File: config.mk
export PLATFORM = sky130hd
export DESIGN_NAME = bit_serializer
export DESIGN_NICKNAME = d
export VERILOG_FILES = /design/src/rtl/bit_serializer_pkg.sv /design/src/rtl/ser_hold_reg.sv /design/src/rtl/bit_serializer.sv
export SDC_FILE = /design/constraint.sdc
export NUM_CORES = 1
export LEC_CHECK = 0
export BUFFER_PORTS_ARGS = -buffer_cell sky130_fd_sc_hd__buf_2
export CAP_MARGIN = 20
export CORE_MARGIN = 2
export CORE_UTILIZATION = 59
export CTS_CLUSTER_SIZE = 40
export DETAILED_ROUTE_END_ITERATION = 16
export PLACE_DENSITY = 0.93
export SETUP_SLACK_MARGIN = 0.2
export SYNTH_ARGS = -nofsm -noshare
export SYNTH_HDL_FRONTEND = slang
export SYNTH_SLANG_ARGS = --single-unit
File: constraint.sdc
create_clock -name clk -period 3.05 [get_ports clk]
set_clock_uncertainty 0.2 [all_clocks]
set_input_delay 0.1525 -clock clk [delete_from_list [all_inputs] [get_ports clk]]
set_output_delay 0.1525 -clock clk [all_outputs]
set_load 0.1 [all_outputs]
File: src/rtl/bit_serializer_pkg.sv
// Shared definitions for the bit serializer.
//   state_t : FSM encodings (IDLE, SHIFT, GAP)
//   GAP_W   : width of the inter-word gap counter (supports 0..255 gap cycles)
package bit_serializer_pkg;

   typedef enum logic [1:0] {
      ST_IDLE  = 2'd0,
      ST_SHIFT = 2'd1,
      ST_GAP   = 2'd2
   } state_t;

   localparam int GAP_W = 8;

endpackage

File: src/rtl/ser_hold_reg.sv
// One-entry WIDTH-bit hold buffer with valid flag.
//   clk     in   clock, rising edge
//   rst     in   synchronous active-high reset; empties the buffer
//   wr_en   in   store wr_data (only issued while empty)
//   wr_data in   word to store
//   rd_en   in   release the stored word (only issued while full)
//   rd_data out  stored word
//   full    out  buffer holds a word
module ser_hold_reg #(
   parameter int WIDTH = 8
) (
   input  logic             clk,
   input  logic             rst,
   input  logic             wr_en,
   input  logic [WIDTH-1:0] wr_data,
   input  logic             rd_en,
   output logic [WIDTH-1:0] rd_data,
   output logic             full
);

   logic [WIDTH-1:0] data_r;
   logic             full_r;

   // Buffer contents and occupancy flag
   always_ff @(posedge clk) begin
      if (rst) begin
         data_r <= {WIDTH{1'b0}};
         full_r <= 1'b0;
      end else if (wr_en) begin
         data_r <= wr_data;
         full_r <= 1'b1;
      end else if (rd_en) begin
         full_r <= 1'b0;
      end
   end

   assign rd_data = data_r;
   assign full    = full_r;

endmodule

File: src/rtl/bit_serializer.sv
// Parallel-to-serial feeder: accepts WIDTH-bit words over valid/ready and
// shifts them out one bit per clock, optionally separated by idle gaps.
//   clk        in   system clock, rising edge
//   rst        in   synchronous active-high reset
//   in_valid   in   in_data holds a word to send
//   in_ready   out  hold buffer empty and not in reset
//   in_data    in   parallel word, sampled on the accepting edge only
//   ser_out    out  registered serial bit (0 whenever ser_valid is 0)
//   ser_valid  out  ser_out carries a payload bit
//   word_start out  pulse on the first bit of each word
//   busy       out  shifter or hold buffer occupied
module bit_serializer
   import bit_serializer_pkg::*;
#(
   parameter int WIDTH      = 8,
   parameter int MSB_FIRST  = 1,
   parameter int GAP_CYCLES = 0
) (
   input  logic             clk,
   input  logic             rst,
   input  logic             in_valid,
   output logic             in_ready,
   input  logic [WIDTH-1:0] in_data,
   output logic             ser_out,
   output logic             ser_valid,
   output logic             word_start,
   output logic             busy
);

   localparam int               CNT_W    = $clog2(WIDTH);
   localparam logic [CNT_W-1:0] CNT_LAST = CNT_W'(WIDTH - 1);
   localparam logic [GAP_W-1:0] GAP_LAST = (GAP_CYCLES > 0) ? GAP_W'(GAP_CYCLES - 1) : GAP_W'(0);

   state_t           state_r, state_nxt_s;
   logic             hold_full_s, hold_wr_s, in_ready_s;
   logic [WIDTH-1:0] hold_data_s;
   logic [WIDTH-1:0] shreg_r;
   logic [CNT_W-1:0] cnt_r;
   logic [GAP_W-1:0] gap_cnt_r;
   logic             ser_out_r, ser_valid_r, word_start_r;
   logic             load_s, shift_s, gap_step_s;
   logic             first_bit_s, next_bit_s;
   logic [WIDTH-1:0] hold_rest_s, shreg_rest_s;

   // No pass-through: a full buffer blocks the source even on its draining cycle.
   assign in_ready_s = ~hold_full_s & ~rst;
   assign hold_wr_s  = in_valid & in_ready_s;

   ser_hold_reg #(.WIDTH(WIDTH)) u_hold (
      .clk     (clk),
      .rst     (rst),
      .wr_en   (hold_wr_s),
      .wr_data (in_data),
      .rd_en   (load_s),
      .rd_data (hold_data_s),
      .full    (hold_full_s)
   );

   // The shifter keeps only the bits not yet sent, aligned so the next one
   // is always at the outgoing end.
   assign first_bit_s  = (MSB_FIRST != 0) ? hold_data_s[WIDTH-1] : hold_data_s[0];
   assign next_bit_s   = (MSB_FIRST != 0) ? shreg_r[WIDTH-1]     : shreg_r[0];
   assign hold_rest_s  = (MSB_FIRST != 0) ? {hold_data_s[WIDTH-2:0], 1'b0} : {1'b0, hold_data_s[WIDTH-1:1]};
   assign shreg_rest_s = (MSB_FIRST != 0) ? {shreg_r[WIDTH-2:0], 1'b0}     : {1'b0, shreg_r[WIDTH-1:1]};

   // FSM state register
   always_ff @(posedge clk) begin
      if (rst) begin
         state_r <= ST_IDLE;
      end else begin
         state_r <= state_nxt_s;
      end
   end

   // Next-state and datapath control; cnt_r indexes the bit currently on ser_out
   always_comb begin
      state_nxt_s = state_r;
      load_s      = 1'b0;
      shift_s     = 1'b0;
      gap_step_s  = 1'b0;
      case (state_r)
         ST_IDLE: begin
            if (hold_full_s) begin
               load_s      = 1'b1;
               state_nxt_s = ST_SHIFT;
            end else begin
               state_nxt_s = ST_IDLE;
            end
         end
         ST_SHIFT: begin
            if (cnt_r != CNT_LAST) begin
               shift_s = 1'b1;
            end else if (GAP_CYCLES > 0) begin
               state_nxt_s = ST_GAP;
            end else if (hold_full_s) begin
               load_s      = 1'b1;
               state_nxt_s = ST_SHIFT;
            end else begin
               state_nxt_s = ST_IDLE;
            end
         end
         ST_GAP: begin
            // The last gap cycle decides like IDLE so the next word follows
            // after exactly GAP_CYCLES idle cycles.
            if (gap_cnt_r != GAP_LAST) begin
               gap_step_s  = 1'b1;
               state_nxt_s = ST_GAP;
            end else if (hold_full_s) begin
               load_s      = 1'b1;
               state_nxt_s = ST_SHIFT;
            end else begin
               state_nxt_s = ST_IDLE;
            end
         end
         default: begin
            state_nxt_s = ST_IDLE;
         end
      endcase
   end

   // Shifter, bit counter and registered serial outputs
   always_ff @(posedge clk) begin
      if (rst) begin
         shreg_r      <= {WIDTH{1'b0}};
         cnt_r        <= {CNT_W{1'b0}};
         ser_out_r    <= 1'b0;
         ser_valid_r  <= 1'b0;
         word_start_r <= 1'b0;
      end else if (load_s) begin
         shreg_r      <= hold_rest_s;
         cnt_r        <= {CNT_W{1'b0}};
         ser_out_r    <= first_bit_s;
         ser_valid_r  <= 1'b1;
         word_start_r <= 1'b1;
      end else if (shift_s) begin
         shreg_r      <= shreg_rest_s;
         cnt_r        <= cnt_r + CNT_W'(1);
         ser_out_r    <= next_bit_s;
         ser_valid_r  <= 1'b1;
         word_start_r <= 1'b0;
      end else begin
         ser_out_r    <= 1'b0;
         ser_valid_r  <= 1'b0;
         word_start_r <= 1'b0;
      end
   end

   // Gap counter, cleared whenever the FSM is not counting idle cycles
   always_ff @(posedge clk) begin
      if (rst) begin
         gap_cnt_r <= GAP_W'(0);
      end else if (gap_step_s) begin
         gap_cnt_r <= gap_cnt_r + GAP_W'(1);
      end else begin
         gap_cnt_r <= GAP_W'(0);
      end
   end

   assign in_ready   = in_ready_s;
   assign ser_out    = ser_out_r;
   assign ser_valid  = ser_valid_r;
   assign word_start = word_start_r;
   assign busy       = (state_r != ST_IDLE) | hold_full_s;

endmodule
# Word-level counts from Yosys, hierarchy flattened
# Index checks and enable logic that the tools add are counted.
# classes
n_addsub	2
mul	0
n_div	0
order_cmp	0
eq_ne	4
n_shift	0
muxes	21
bitwise_logic	6
n_reduce_logical	7
# op_table
op	n
$mux W8	2
$mux W1	15
$add A8 B1 Y8 const B	1
$reduce_bool A8 Y1	1
$pmux W2 S3	1
$reduce_bool A2 Y1	3
$mux W2	2
$reduce_or A2 Y1	2
$add A3 B1 Y3 const B	1
$ne A3 B3 Y1 const B	1
$not A1 Y1	3
$pmux W1 S3	1
$and A1 B1 Y1	2
$eq A2 B1 Y1 const B	1
$eq A2 B2 Y1 const B	1
$logic_not A2 Y1	1
$ne A2 B2 Y1 const B	1
$or A1 B1 Y1	1
# word_totals
reg_bits	32
latch_bits	0
mem_bits_rw	0
rom_bits	0
input_bits	11
output_inout_bits	5
elab_cells	49
memories	0

# Logic depth before layout (Yosys ltp)
# Gate-level depths: netlist of the first run.
# logic_depth
word_depth	5
mapped_depth	7
depth_no_buf	6

# Modules after synthesis
# A second synthesis of the first run with hierarchy kept.
# hier_totals
hier_cells	137
hier_area_um2	1412.6
# modules_own_cells
module	n_inst	cells_per_inst	area_per_inst_um2	seq_area_each_um2
bit_serializer	1	107	1091.0	460.4
ser_hold_reg	1	30	321.6	180.2

# Worst setup path before layout of the first run
# No wires, ideal clock.
# synth_timing
path_kind	register to output
from	register u_hold.full_r, in the netlist u_hold.full
to	output in_ready
arrival_ns	1.711
required_time_ns	2.697
path_slack_ns	0.987
path_stages_with_launch	3
path_buffers	1
path_cell_list	dfxtp_1 > clkbuf_1 > nor2_1
# synth_via
elab_chain_cells	2
# synth_lines
element	line_no	text
from (decl)	ser_hold_reg.sv:22	logic full_r;
from (signal assigned)	ser_hold_reg.sv:28	full_r <= 1'b0;
from (signal assigned)	ser_hold_reg.sv:31	full_r <= 1'b1;
from (signal assigned)	ser_hold_reg.sv:33	full_r <= 1'b0;
$not A1 Y1	bit_serializer.sv:46	assign in_ready_s = ~hold_full_s & ~rst;
$and A1 B1 Y1	bit_serializer.sv:46	
to (decl)	bit_serializer.sv:22	output logic in_ready,
# Every way passes these cells.

# Worst setup path in the final report of the first run
# layout_timing
from	register cnt_r[0]
to	register shreg_r[7]
# layout_via
elab_chain_cells	4
word_cells_on_any_way	7
cone_classes	1 x eq/ne; 5 x mux; 1 x reduce/logical
# layout_lines
element	line_no	text
from (decl)	bit_serializer.sv:38	logic [CNT_W-1:0] cnt_r;
from (signal assigned)	bit_serializer.sv:125	cnt_r <= {CNT_W{1'b0}};
from (signal assigned)	bit_serializer.sv:131	cnt_r <= {CNT_W{1'b0}};
from (signal assigned)	bit_serializer.sv:137	cnt_r <= cnt_r + CNT_W'(1);
$ne A3 B3 Y1 (*)	bit_serializer.sv:91	if (cnt_r != CNT_LAST) begin
$mux W1	bit_serializer.sv:91	
$pmux W1 S3 or $mux W1 (tied branches)	bit_serializer.sv:81	case (state_r)
$mux W8 or $reduce_bool A2 Y1 (tied branches)	--	
to (signal assigned)	bit_serializer.sv:124	shreg_r <= {WIDTH{1'b0}};
to (signal assigned)	bit_serializer.sv:130	shreg_r <= hold_rest_s;
to (signal assigned)	bit_serializer.sv:136	shreg_r <= shreg_rest_s;
to (decl)	bit_serializer.sv:37	logic [WIDTH-1:0] shreg_r;
# Every way passes the cells marked *; elsewhere a longest branch is shown, timed or not.
# A chain may end at the register's enable or synchronous reset.

==> flow_summary.ini, run 1 <==
[critical_path]
cp.arrival_ps = 2370
rr_worst_depth = 6
path_cells = ha_1 -> ha_1 -> nor2b_1 -> nor2b_1 -> a22oi_1 -> a31oi_1
startpoint_type = flip-flop
critPathCaptureType = flip-flop
r2r_start = cnt_r[0]
worstPathRequired_ps = 3090
critical-path-slowest-cell = nor2b_1
startpoint = cnt_r[0]
critPathMaxFanout = 10
worst_path_largest_cell_delay_ps = 710
critPathKind = flip-flop to flip-flop

[yosys]
synth_compound_area_share_pct = 10.6
postSynthCellCount = 142
synth-seq-area-share_pct = 48.1
yosys.area_share.adder_pct = 3.76
muxShareOfSynthArea_pct = 7.52
synth-main-ff-cell = dfxtp_1
synth.net_count = 157
synth_top_area_share_pct = 48.1
synth_xor_area_share_pct = 4.61
synth_largest_area_cell = dfxtp_1
ys_top_cells_by_area = dfxtp_1 48%, mux2i_1 7.5%, nor2_1 5.6%
ys_warn_count = 0
synthSimpleGateAreaFrac_pct = 21.6
synth_edf_count = 0
yosysMostFrequentCell = dfxtp_1
avgSynthCellArea_sq_um = 9.38
synthTopCellsByCount = 32 x dfxtp_1, 20 x nor2_1, 11 x nand3_1
synth_cell_types = 32
async_reset_ff_share_pct = 0
ys_seq_elements = 32
synth_top_family_by_area = simple AND/OR/NAND/NOR gates
synth_area_sq_mm = 0.00133

[cts]
post-cts-setup-buffers = 0
path_clk_slew_ps = 100
cts.sinks = 32
cts_tree = done
cts_max_level = 2
clockBufferDepth = 2
numCtsBuffers = 5
cts_root_buf = clkbuf_4
clock_latency_ps = 330

[placed_design]
gp_congestion = 0.773
dp_hpwl_microns = 1760
dpl_cell_area_sq_mm = 0.00141
dp_cells = 179
port_buffers = 15

[sta]
worstMarginPinSlew_ps = 930
setup_tns_ps = 0
period_minus_slack_ps = 2330
fin_crit_sh_pct = 76.4
hold_violations = 0
maxSlewViolCount = 0
holdWs_ps = 27.3
max_slew_margin_pct = 37.8
timing.fmax_mhz = 429
rsz0062_at_grt = no
finalSetupViolations = 0

[floorplan]
die_area_sq_mm = 0.00265
start_util_pct = 61.4
num_rows = 17
die_w_microns = 51.5
fp.coreArea_sq_mm = 0.00217
die_h_microns = 51.5
ioPinCount = 16

[grt]
grt_pass1_vias = 1086
grt_pass1_wl_microns = 4910
grt_max_degree = 25
antenna_found_initial = 0
grt_remaining_overflow = 0
track_usage_pct = 25.6

[min_path]
worstHoldStart = rst
hold_class = input pin to flip-flop
hold_path_depth = 2

[drt]
drc = 0
drt-pass1-iter-count = 4
vias_per_cell = 5.59
routedWlPerCell_microns = 14.2
drt_iter0_drc = 59
finalWirelength_microns = 2790
detail-route-antenna-nets = 0
vias = 1095

[cells_and_area]
finish.instance_area_sq_mm = 0.00160
diodes = 0
multiInputGateArea_sq_um = 641
fin_cells = 196
final_nets = 182
ff_latch_area_sq_um = 641
n_fill_cell = 155
syn2layout_area_growth_pct = 19.8
drive_gt1_share_pct = 15.5

[run]
maxCapViolations = 0

[status]
status = finished, final reports clean

[power]
power_density_mw_per_mm2 = 590
power.total_mw = 0.941
power.leakage_nw = 0.661
vdd_drop_max_v = 0.000592
[where the power goes]
group / leakage, nW / total (mW) / switching (mW) / internal, mW
logic: 0.349 / 0.136 / 0.0928 / 0.0432
registers: 0.261 / 0.450 / 0.0137 / 0.436
clock network: 0.0515 / 0.355 / 0.137 / 0.218
[worst max-delay path, delay by kind of cell, from the launching register on]
family                     cells  cell delay (ps)
DFF                            1              340
and+or+nand+nor                2              920
adders and majority gates      2              370
AOI/OAI and AO/OA              2              430
[logic make-up after synthesis]
family / after synthesis
AND/OR/NAND/NOR: 57
flip-flops: 32
AO/OA/AOI/OAI: 21
buffers and inverters: 11
multiplexers: 10
XOR/XNOR: 7
adder cells (fa/ha/maj): 4
[through the flow]
step / utilization [%] / setup slack (ps)
floorplan: - / 987
global placement: 65.0 / 926
detailed placement: 65.0 / 759
CTS: 73.5 / 732
global route: 73.5 / 460
finish: 73.5 / 720
[per-layer routing]
metal  routed length (microns)  GRT usage, %
met5                         0             0
met4                        62          13.6
met3                       137          6.03
met2                      1400          44.2
met1                      1190          29.2
[state kept, by name, summed over array words and instances, names as in the netlist]
| signal | cells |
|---|---|
| cnt_r | 3 |
| u_hold.full | 1 |
| ser_out | 1 |
| gap_cnt_r | 8 |
| state_r | 2 |
| ser_valid | 1 |
| shreg_r | 7 |
| word_start | 1 |
| u_hold.rd_data | 8 |
[cells in the final DEF, fill, tap and decap left out, types with 2 or more instances in the layout]
master / synthesis / routed
dfxtp_1: 32 / 32
a21oi_1: 3 / 3
nor2_1: 20 / 20
clkbuf_8: 0 / 2
inv_1: 5 / 5
mux2i_1: 10 / 10
xor2_1: 6 / 6
nand2b_1: 2 / 2
nand2_1: 8 / 8
dlygate4sd3_1: 0 / 9
ha_1: 4 / 4
clkbuf_4: 0 / 5
nand3_1: 11 / 11
a31oi_1: 6 / 6
nor2b_1: 5 / 5
and3_1: 2 / 2
a22oi_1: 6 / 6
or3_1: 2 / 2
buf_2: 1 / 15
[what timing repair did]
action / in CTS / in global routing
hold buffers: 9 / 0
gates resized for setup: 0 / 0
endpoints found under the hold margin: 9 / 0
endpoints found under the setup margin: 0 / 0
[path summary, 6_finish.rpt]
kind                        to  slack [ps]
min reg2reg         shreg_r[1]         280
min          u_hold.rd_data[1]          30
max                 shreg_r[7]         720
max reg2reg         shreg_r[7]         720
[area by class of cell]
class / instances / area share (%)
multi-input cells: 99 / 40.2
well taps: 28 / 2.20
clock inverters: 1 / 1.88
inverters: 5 / 1.18
repair buffers: 24 / 10.4
clock buffers: 7 / 4.08
flip-flops and latches: 32 / 40.2
No activity file was read; power rests on OpenSTA's default activity.
==> run 2: changes to the inputs <==
--- a/config.mk
+++ b/config.mk
@@ -8,10 +8,10 @@
 export BUFFER_PORTS_ARGS = -buffer_cell sky130_fd_sc_hd__buf_2
 export CAP_MARGIN = 20
 export CORE_MARGIN = 2
-export CORE_UTILIZATION = 59
+export CORE_UTILIZATION = 50
 export CTS_CLUSTER_SIZE = 40
 export DETAILED_ROUTE_END_ITERATION = 16
-export PLACE_DENSITY = 0.93
+export PLACE_DENSITY = 0.85
 export SETUP_SLACK_MARGIN = 0.2
 export SYNTH_ARGS = -nofsm -noshare
 export SYNTH_HDL_FRONTEND = slang
==> constraint.sdc (replaced) <==
create_clock -name clk -period 2.1 [get_ports clk]
set_clock_uncertainty 0.2 [all_clocks]
set_input_delay 0.105 -clock clk [delete_from_list [all_inputs] [get_ports clk]]
set_output_delay 0.105 -clock clk [all_outputs]
set_load 0.1 [all_outputs]
==> flow_summary.ini, run 2 (synthesis gave the netlist of run 1 again) <==
[status]
status = finished, final reports clean

[placed_design]
dp_hpwl_microns = 1790
port_buffers = 15
gp_congestion = 0.870

[cells_and_area]
multiInputGateArea_sq_um = 743
most-common-layout-cells = 29 x dfxtp_1, 19 x nor2_1, 17 x dlygate4sd3_1
diodes = 0
mostFrequentLayoutCell = dfxtp_1
syn2layout_area_growth_pct = 38.7
final_nets = 198
ff_latch_area_sq_um = 647
drive_gt1_share_pct = 29.9
n_fill_cell = 164

[drt]
vias_per_cell = 5.73
drt_iter0_drc = 46
routedWlPerCell_microns = 16.9
drt-pass1-iter-count = 4
finalWirelength_microns = 3620
detail-route-antenna-nets = 0
drc = 0
vias = 1226

[sta]
maxSlewViolCount = 0
finalSetupViolations = 0
worstMarginPinSlew_ps = 518
rsz0062_at_grt = yes
setup_tns_ps = 0
timing.fmax_mhz = 519
period_minus_slack_ps = 1930
hold_violations = 0
fin_crit_sh_pct = 91.7
max_slew_margin_pct = 65.4

[critical_path]
critical-path-slowest-cell = or4b_4
critPathMaxFanout = 5
worst-path-buf-inv = 1
critPathTopFamily = simple AND/OR/NAND/NOR gates
critPathCaptureType = flip-flop
cp.arrival_ps = 1940
r2r_setup_slack_ps = 170
critPathKind = flip-flop to flip-flop
worst_path_largest_cell_delay_ps = 510
path_cells = inv_2 -> ha_4 -> or4b_4 -> or3_4 -> nand3_2 -> a31oi_1
worstPathRequired_ps = 2120
startpoint_type = flip-flop

[grt]
grt_max_degree = 25
grt_remaining_overflow = 0
track_usage_pct = 24.4
antenna_found_initial = 0
grt_pass1_wl_microns = 5610
grt_pass1_vias = 1225

[cts]
clockBufferDepth = 2
cts_root_buf = clkbuf_4
cts_tree = done
numCtsBuffers = 5
cts_max_level = 2
path_clk_slew_ps = 110
cts.sinks = 32
clock_latency_ps = 350

[min_path]
hold_class = flip-flop to flip-flop

[power]
vdd_drop_max_v = 0.000920
power.leakage_nw = 0.776
power.total_mw = 1.45
power_density_mw_per_mm2 = 788

[floorplan]
die_w_microns = 55.6
start_util_pct = 53.3
fp.coreArea_sq_mm = 0.00250
ioPinCount = 16
die_area_sq_mm = 0.00309
num_rows = 18
die_h_microns = 55.6

[run]
maxCapViolations = 0
-- run 2: final cells by class --
type / count / area share, %
flip-flops and latches: 32 / 35.0
multi-input cells: 100 / 40.2
clock inverters: 1 / 1.63
repair buffers: 39 / 16.5
inverters: 5 / 1.02
well taps: 30 / 2.03
clock buffers: 7 / 3.52
-- run 2: metal layers --
metal  track usage [%]  part of all wire, %  wire [microns]
met2              39.6                   50            1810
met5                 0                    0               0
met1              26.4                   40            1450
met4              16.0                  4.6             167
met3              9.30                  5.3             190
-- run 2: what timing repair did --
| item | CTS | global route |
|---|---|---|
| gates resized for setup | 13 | 13 |
| hold buffers | 18 | 0 |
| pin swaps | 8 | 5 |
| setup buffers | 2 | 2 |
| endpoints found under the hold margin | 16 | 0 |
| cloned | 1 | 0 |
| endpoints found under the setup margin | 9 | 20 |
-- run 2: path summary, 6_finish.rpt --
kind | start | endpoint | cells past startpoint
max | gap_cnt_r[0] | shreg_r[6] | 6
min | shreg_r[7] | shreg_r[7] | 2
max reg2reg | gap_cnt_r[0] | shreg_r[6] | 6
min reg2reg | shreg_r[7] | shreg_r[7] | 2
-- run 2: per-stage QoR --
step	cell area, sq um	hold WS, ps	std cells	util, %	setup slack (ps)
3_5_place_dp	1440	121	184	57.7	70.3
5_1_grt	1850	317	214	73.9	93.7
2_1_floorplan	1340	15.2	142	-	196
6_report	1850	290	214	73.9	175
4_1_cts	1790	286	213	71.7	204
3_3_place_gp	1440	115	184	57.7	116
-- run 2: power breakdown --
part	switching, mW	internal, mW
combinational	0.155	0.102
clock	0.224	0.316
sequential	0.0239	0.634
-- run 2: worst min-delay path, cell delays in order (launching register included) --
cell and delay (ps):
dfxtp_1 340, nand3_2 50, a31oi_1 60
==> run 3: changes to the inputs <==
--- a/config.mk
+++ b/config.mk
@@ -8,11 +8,12 @@
 export BUFFER_PORTS_ARGS = -buffer_cell sky130_fd_sc_hd__buf_2
 export CAP_MARGIN = 20
 export CORE_MARGIN = 2
-export CORE_UTILIZATION = 50
+export CORE_UTILIZATION = 51
 export CTS_CLUSTER_SIZE = 40
 export DETAILED_ROUTE_END_ITERATION = 16
-export PLACE_DENSITY = 0.85
+export PLACE_DENSITY = 0.86
 export SETUP_SLACK_MARGIN = 0.2
 export SYNTH_ARGS = -nofsm -noshare
 export SYNTH_HDL_FRONTEND = slang
+export SYNTH_HIERARCHICAL = 1
 export SYNTH_SLANG_ARGS = --single-unit
==> flow_summary.ini, run 3 <==
[sta]
period_minus_slack_ps = 1930
worstMarginPinSlew_ps = 576
timing.fmax_mhz = 517
holdWs_ps = 190
hold_violations = 0
max_slew_margin_pct = 61.5
rsz0062_at_grt = yes
fin_crit_sh_pct = 92.1
finalWorstSetupSlack_ps = 166
maxSlewViolCount = 0
finalSetupViolations = 0
setup_tns_ps = 0

[cts]
numCtsBuffers = 5
clockBufferDepth = 2
clock_latency_ps = 340
cts_root_buf = clkbuf_4
cts.sinks = 32
path_clk_slew_ps = 100
cts_max_level = 2
cts_tree = done

[grt]
grt_pass1_vias = 1059
antenna_found_initial = 0
grt_max_degree = 15
grt_pass1_wl_microns = 4700
grt_remaining_overflow = 0
track_usage_pct = 20.0

[drt]
drt-pass1-iter-count = 4
drc = 0
detail-route-antenna-nets = 0
drt_iter0_drc = 36
vias = 1112
routedWlPerCell_microns = 14.7
vias_per_cell = 5.40
finalWirelength_microns = 3020

[yosys]
synth_area_sq_mm = 0.00141
ys_seq_elements = 32
synthTopCellsByCount = 32 x dfxtp_1, 19 x nor2_1, 16 x mux2i_1
synthSimpleGateAreaFrac_pct = 16.6
yosys.area_share.adder_pct = 3.54
muxShareOfSynthArea_pct = 11.3
synth_top_area_share_pct = 45.3
synth_xor_area_share_pct = 4.34
synth_cell_types = 32
yosysMostFrequentCell = dfxtp_1
avgSynthCellArea_sq_um = 10.3
ys_top_cells_by_area = dfxtp_1 45%, mux2i_1 11%, nor2_1 5.0%
synth-main-ff-cell = dfxtp_1
ys_warn_count = 6
synth_top_family_by_area = simple AND/OR/NAND/NOR gates
synth_largest_area_cell = dfxtp_1
synth_edf_count = 0
synth-seq-area-share_pct = 45.3
synth.net_count = 152
async_reset_ff_share_pct = 0
postSynthCellCount = 137
synth_compound_area_share_pct = 11.2

[floorplan]
die_h_microns = 56.6
ioPinCount = 16
die_w_microns = 56.6
num_rows = 19
fp.coreArea_sq_mm = 0.00269
die_area_sq_mm = 0.00321
start_util_pct = 52.6

[min_path]
whs_endpoint = u_hold/full
worstHoldStart = in_valid
hold_path_depth = 4
hold_class = input pin to flip-flop

[placed_design]
gp_congestion = 0.751
port_buffers = 15
dpl_cell_area_sq_mm = 0.00148
pre_cts_slack_ps = 122
dp_hpwl_microns = 1830

[critical_path]
critPathKind = flip-flop to flip-flop
r2r_start = cnt_r[0]
worstPathRequired_ps = 2130
timing.rr.end = shreg_r[5]
critPathCaptureType = flip-flop
rr_worst_depth = 7
startpoint_type = flip-flop
r2r_setup_slack_ps = 170
cp.arrival_ps = 1960
critPathMaxFanout = 5

[status]
status = finished, final reports clean

[cells_and_area]
most-common-layout-cells = 27 x dfxtp_1, 18 x nor2_1, 16 x mux2i_1
finish.instance_area_sq_mm = 0.00181
syn2layout_area_growth_pct = 27.8
diodes = 0
final_nets = 189
mostFrequentLayoutCell = dfxtp_1
drive_gt1_share_pct = 34.3

[run]
maxCapViolations = 0

[power]
power_density_mw_per_mm2 = 680
power.total_mw = 1.23
power.leakage_nw = 0.735
vdd_drop_max_v = 0.000775
[run 3: changes by cell type after synthesis, moves of 3 or more]
cell / change
a211oi_1: +6
a22oi_1: -6
a31o_1: +6
a31oi_1: -6
mux2i_1: +6
nand3_1: -6
nand2_1: -5
clkbuf_1: -4
inv_1: +4
nor2b_1: -3
[run 3: worst max path at each step]
stage	start	endpoint	slack, ps	depth (start not counted)
finish	cnt_r[0]	shreg_r[5]	170	7
global placement	gap_cnt_r[0]	ser_out	160	7
detailed placement	gap_cnt_r[0]	ser_out	120	7
CTS	cnt_r[0]	ser_out	160	7
floorplan	cnt_r[0]	u_hold/full	200	9
global route	gap_cnt_r[4]	shreg_r[1]	70	4
[run 3: power by group]
group          internal (mW)  switching [mW]
combinational         0.0848           0.135
clock                  0.165           0.201
sequential             0.625          0.0184
[run 3: cells by family (layout without fill, tap and decap cells)]
group,count (synthesis),after routing
and+or+nand+nor,43,43
DFF,32,32
muxes,16,16
xor gates and xnor gates,7,7
buffers and inverters,17,55
AOI/OAI and AO/OA,18,18
adders and majority gates,4,4
[run 3: per-layer routing]
layer / GRT usage, % / vias to the layer above / wire length (microns)
met4: 9.86 / 0 / 76
met3: 7.60 / 7 / 133
met2: 33.7 / 23 / 1580
li1: - / 547 / -
met1: 21.7 / 535 / 1230
met5: 0 / - / 0
[run 3: through the flow]
step | util [%] | instances
floorplan | - | 137
global placement | 55.2 | 178
detailed placement | 55.2 | 178
CTS | 63.3 | 199
global route | 67.2 | 206
finish | 67.2 | 206
[run 3: final cells by class]
| cell class | count | area [sq um] |
|---|---|---|
| timing repair buffer | 36 | 255 |
| inverter | 10 | 45.0 |
| timing repair inverter | 1 | 6.26 |
| multi-input combinational | 88 | 747 |
| tap | 31 | 38.8 |
| fill | 216 | 881 |
| clock buffer | 8 | 58.8 |
| sequential | 32 | 654 |
[run 3: timing repair]
action,4_1_cts,5_1_grt
pin swaps,2,5
hold buffers,9,0
gates resized for setup,10,15
cloned,0,2
endpoints found under the setup margin,9,13
setup buffers,4,5
hold endpoints to repair,8,0
[run 3: critical path, stage by stage, from the launching register on]
cell and delay, ps:
dfxtp_4 370, ha_4 160, ha_4 160, nor3b_2 200, buf_4 190, mux2i_1 260
a211oi_2 90, a31o_1 200
